$ cat config.mk
export PLATFORM = sky130hd
export DESIGN_NAME = serial_subtractor
export DESIGN_NICKNAME = d
export VERILOG_FILES = /design/src/rtl/serial_subtractor.sv
export SDC_FILE = /design/constraint.sdc
export NUM_CORES = 1
export LEC_CHECK = 0
export ABC_AREA = 1
export ABC_CLOCK_PERIOD_IN_PS = 2700
export BUFFER_PORTS_ARGS = -buffer_cell sky130_fd_sc_hd__buf_2
export CAP_MARGIN = 20
export CELL_PAD_IN_SITES_DETAIL_PLACEMENT = 1
export CELL_PAD_IN_SITES_GLOBAL_PLACEMENT = 1
export CORE_ASPECT_RATIO = 1.2
export CORE_MARGIN = 4
export CORE_UTILIZATION = 45
export CTS_BUF_LIST = sky130_fd_sc_hd__clkbuf_2 sky130_fd_sc_hd__clkbuf_4 sky130_fd_sc_hd__clkbuf_8
export DETAILED_ROUTE_END_ITERATION = 6
export PLACE_DENSITY_LB_ADDON = 0.12
export SLEW_MARGIN = 40
export SYNTH_ARGS = -nofsm -noshare
export SYNTH_HDL_FRONTEND = slang
export SYNTH_SLANG_ARGS = --single-unit
$ cat constraint.sdc
create_clock -name clk -period 2.7 [get_ports clk]
set_input_delay 0.405 -clock clk [delete_from_list [all_inputs] [get_ports clk]]
set_output_delay 0.405 -clock clk [all_outputs]
set_load 0.03 [all_outputs]
$ cat src/rtl/serial_subtractor.sv
// rtl/serial_subtractor.sv - bit-serial two's-complement A-B, LSB first; SERIAL_SUB_ADD_MODE_EN adds op port for A+B
module serial_subtractor #(
  parameter int N = 16
) (
  input  logic         clk,
  input  logic         rst,
  input  logic         start,
`ifdef SERIAL_SUB_ADD_MODE_EN
  input  logic         op,
`endif
  input  logic [N-1:0] a,
  input  logic [N-1:0] b,
  output logic         busy,
  output logic         done,
  output logic [N-1:0] diff,
  output logic         borrow_out,
  output logic         ovf,
  output logic         err
);

  localparam int CW = (N > 2) ? $clog2(N) : 1;
  localparam logic [CW-1:0] LAST = CW'(N - 1);

  typedef enum logic [1:0] {
    IDLE = 2'd0,
    RUN  = 2'd1,
    DONE = 2'd2
  } state_t;

  state_t         state;
  logic [N-1:0]   sa;
  logic [N-1:0]   sb;
  logic [N-1:0]   res;
  logic [CW-1:0]  cnt;
  logic           bin;
`ifdef SERIAL_SUB_ADD_MODE_EN
  logic           op_r;
`endif

  logic x, y, d, bnext, ovf_next;

  // One full-subtractor (or full-adder in add mode) cell on the current LSBs.
  // On the final step x and y are the operand sign bits, so overflow is
  // derived from them directly instead of keeping copies of a and b.
  always_comb begin
    x        = sa[0];
    y        = sb[0];
    d        = x ^ y ^ bin;
    bnext    = (~x & y) | (~x & bin) | (y & bin);
    ovf_next = (x != y) && (d != x);
`ifdef SERIAL_SUB_ADD_MODE_EN
    if (op_r) begin
      bnext    = (x & y) | (x & bin) | (y & bin);
      ovf_next = (x == y) && (d != x);
    end
`endif
  end

  // Control FSM plus datapath; all outputs are registered.
  always_ff @(posedge clk) begin
    if (rst) begin
      state      <= IDLE;
      sa         <= '0;
      sb         <= '0;
      res        <= '0;
      cnt        <= '0;
      bin        <= 1'b0;
      busy       <= 1'b0;
      done       <= 1'b0;
      diff       <= '0;
      borrow_out <= 1'b0;
      ovf        <= 1'b0;
      err        <= 1'b0;
`ifdef SERIAL_SUB_ADD_MODE_EN
      op_r       <= 1'b0;
`endif
    end else begin
      done <= 1'b0;
      err  <= 1'b0;
      case (state)
        IDLE, DONE: begin
          if (start) begin
            sa    <= a;
            sb    <= b;
            res   <= '0;
            cnt   <= '0;
            bin   <= 1'b0;
            busy  <= 1'b1;
            state <= RUN;
`ifdef SERIAL_SUB_ADD_MODE_EN
            op_r  <= op;
`endif
          end else begin
            state <= IDLE;
          end
        end
        RUN: begin
          // A start request here is a protocol violation; the operation continues untouched.
          if (start) err <= 1'b1;
          sa  <= sa >> 1;
          sb  <= sb >> 1;
          res <= {d, res[N-1:1]};
          bin <= bnext;
          cnt <= cnt + 1'b1;
          if (cnt == LAST) begin
            state      <= DONE;
            busy       <= 1'b0;
            done       <= 1'b1;
            diff       <= {d, res[N-1:1]};
            borrow_out <= bnext;
            ovf        <= ovf_next;
          end
        end
        default: begin
          err   <= 1'b1;
          busy  <= 1'b0;
          state <= IDLE;
        end
      endcase
    end
  end

endmodule

==> flow_metrics.env <==
export IMPL_critPathBufInv=1
export IMPL_p_comb_frac=0.104
export IMPL_layout_nets=524
export IMPL_max_cap_violations=0
export IMPL_rsz0062_at_grt="no"
export IMPL_cts_resized=0
export IMPL_final_setup_skew_ns=0.0104
export IMPL_cts_hold_buf=0
export IMPL_cts_sinks=75
export IMPL_io_pin_count=56
export IMPL_grt_pass1_vias=3124
export IMPL_chipWidth_um=87.2
export IMPL_final_common_cell="nand3_1"
export IMPL_numCtsBuffers=9
export IMPL_critPathMaxFanout=33
export IMPL_post_cts_setup_buffers=0
export IMPL_routabilityCongestion=0.726
export IMPL_synth_fp_nets=492
export IMPL_crit_start="state[0]"
export IMPL_p_per_area_mw_per_mm2=636
export IMPL_worst_path_max_delay_cell="dfxtp_1"
export IMPL_num_rows=34
export IMPL_reg2reg_from="state[0]"
export IMPL_via_per_inst=5.38
export IMPL_cts_buffer_depth=2
export IMPL_grt_total_usage=0.199
export IMPL_detail_route_iter0_violations=149
export IMPL_hold_viol_final=0
export IMPL_crit_top_cell="nor2_1"
export IMPL_period_share=0.663
export IMPL_p_leak_nw=1.72
export IMPL_r2r_end="ovf"
export IMPL_grt_max_degree=55
export IMPL_crit_chain="inv_4 > nor2_4 > nand2_4 > nor2_1 > nor2_1"
export IMPL_min_path_type="input port to flip-flop"
export IMPL_antenna_cells=0
export IMPL_initial_core_util=0.466
export IMPL_grt_pass1_wl_um=14200
export IMPL_firstDrtPassIters=4
export IMPL_synth_cell_area_mm2=0.00339
export IMPL_sw_frac_of_total=0.252
export IMPL_crit_end="ovf"
export IMPL_max_slew_margin_rel=0.599
export IMPL_fin_setup_tns_ns=0
export IMPL_power_frac_clock=0.411
export IMPL_cts_reportedPaths_clkPinSlew_ns=0.08
export IMPL_drive_gt1_frac=0.173
export IMPL_setup_viol=0
export IMPL_avgSynthCellArea_um2=7.47
export IMPL_crit_cells=5
export IMPL_gr_total_overflow=0
export IMPL_cts_tree="yes"
export IMPL_dp_cells=565
export IMPL_rr_worst_depth=5
export IMPL_ir_drop_uv=284
export IMPL_start_kind="flip-flop"
export IMPL_num_vias=3128
export IMPL_htree_levels=3
export IMPL_area_growth_pct=12.0
export IMPL_root_buffer="clkbuf_8"
export IMPL_synth_seq_area_share=0.443
export IMPL_dieArea_mm2=0.00899
export IMPL_p_sw_w=0.000608
export IMPL_period_needed_ns=1.79
export IMPL_dieHeight_um=103
export IMPL_wl_per_cell_um=14.4
export IMPL_cp_required_ns=2.95
export IMPL_synth_seq_cells=75
export IMPL_end_kind="flip-flop"
export IMPL_critical_path_top_delay_family="simple AND/OR/NAND/NOR gates"
export IMPL_rrSetupSlack_ns=0.91
export IMPL_yosysUniqueCellTypes=23
export IMPL_final_cell_mix="nand3_1, nand2_1, dfxtp_1, buf_2, a21oi_1"
export IMPL_tightestPinTransition_ns=0.602
export IMPL_worst_skew_pair_late_latency_ns=0.35
export IMPL_num_fill_cells=960
export IMPL_stdcell_count=581
export IMPL_p_seq_frac=0.485
export IMPL_drv_slew=0
export IMPL_critPathMaxStageDelay_ns=0.52
export IMPL_p_int_w=0.00181
export IMPL_totalWireLength_um=8340
export IMPL_worst_ep_arrival_time_ns=2.04
export IMPL_yosysWarnings=0
export IMPL_status="finished, final reports clean"
export IMPL_max_freq_mhz=558
export IMPL_antenna_found_initial=0
export IMPL_netlist_instances=454
export IMPL_path_class="flip-flop to flip-flop"
export IMPL_core_area_mm2=0.00727
export IMPL_io_buffers=55
export IMPL_final_antenna_net_count=0
export IMPL_hpwl_um=5040
export IMPL_drc=0
export IMPL_fin_hold_ws_ns=0.299
==> metal layers <==
layer	global-route usage	share of wire	up-vias
met5	0	0	-
met4	0.0744	0.013	0
met3	0.0416	0.035	10
met2	0.363	0.52	41
met1	0.228	0.43	1510
li1	-	-	1567
==> per-stage QoR <==
step                      power (W)  cell area, um^2  utilization  worst slack [ns]
after floorplan             0.00140             3390            -              1.39
after global placement      0.00144             3560        0.490             0.909
after detailed placement    0.00145             3560        0.490             0.828
after CTS                   0.00244             3790        0.522             0.886
after global routing        0.00253             3790        0.522             0.725
final                       0.00241             3790        0.522             0.909
==> sequential cells by signal, summed over array words and instances, names as in the netlist <==
signal,count
diff,16
sa,16
sb,16
res,15
cnt,4
state,2
bin,1
borrow_out,1
busy,1
done,1
err,1
ovf,1
==> worst min-delay path by stage <==
stage / start / to / slack (ns) / cells past startpoint
3_3_place_gp: diff[10] / diff[10] / 0.45 / 2
3_5_place_dp: diff[3] / diff[3] / 0.46 / 2
4_1_cts: a[15] / sa[15] / 0.29 / 3
2_1_floorplan: cnt[0] / cnt[0] / 0.45 / 1
5_1_grt: a[15] / sa[15] / 0.30 / 3
6_report: a[15] / sa[15] / 0.30 / 3
==> cells in the mapped netlist, drive strengths merged <==
cell type  count  area share
a211oi         1      0.0022
buf           32       0.065
ha             2      0.0074
inv           42       0.047
o21bai         1      0.0022
nand3        144        0.22
a21oi         53       0.078
o21ai          3      0.0044
fa             1      0.0059
dfxtp         75        0.44
clkbuf         6      0.0066
nand2         79       0.097
nor2          15       0.024
==> power by group through the flow <==
stage	clock, W	sequential [W]	combinational, W
6_report	0.000993	0.00117	0.000250
5_1_grt	0.00106	0.00118	0.000287
4_1_cts	0.00102	0.00117	0.000255
3_5_place_dp	0	0.00120	0.000253
3_3_place_gp	0	0.00120	0.000245
2_1_floorplan	0	0.00119	0.000207
==> cell families after synthesis <==
logic type / synth area share
and+or+nand+nor: 0.337
buffers and inverters: 0.119
DFF: 0.443
AOI/OAI and AO/OA: 0.0871
adders and majority gates: 0.0133
==> tightest hold or removal path, cell delays in order <==
cell,delay (ns)
buf_2,0.09
nand2_1,0.05
a21oi_1,0.05
==> area by class of cell <==
| cell class | instances | area [um^2] | share of cell area |
|---|---|---|---|
| Multi-Input combinational cell | 299 | 1480 | 0.391 |
| Timing Repair Buffer | 59 | 305 | 0.0804 |
| Tap cell | 90 | 113 | 0.0297 |
| Sequential cell | 75 | 1500 | 0.396 |
| Clock inverter | 4 | 72.6 | 0.0191 |
| Clock buffer | 12 | 159 | 0.0419 |
| Inverter | 42 | 160 | 0.0422 |
Power figures use the tool's default switching activity.
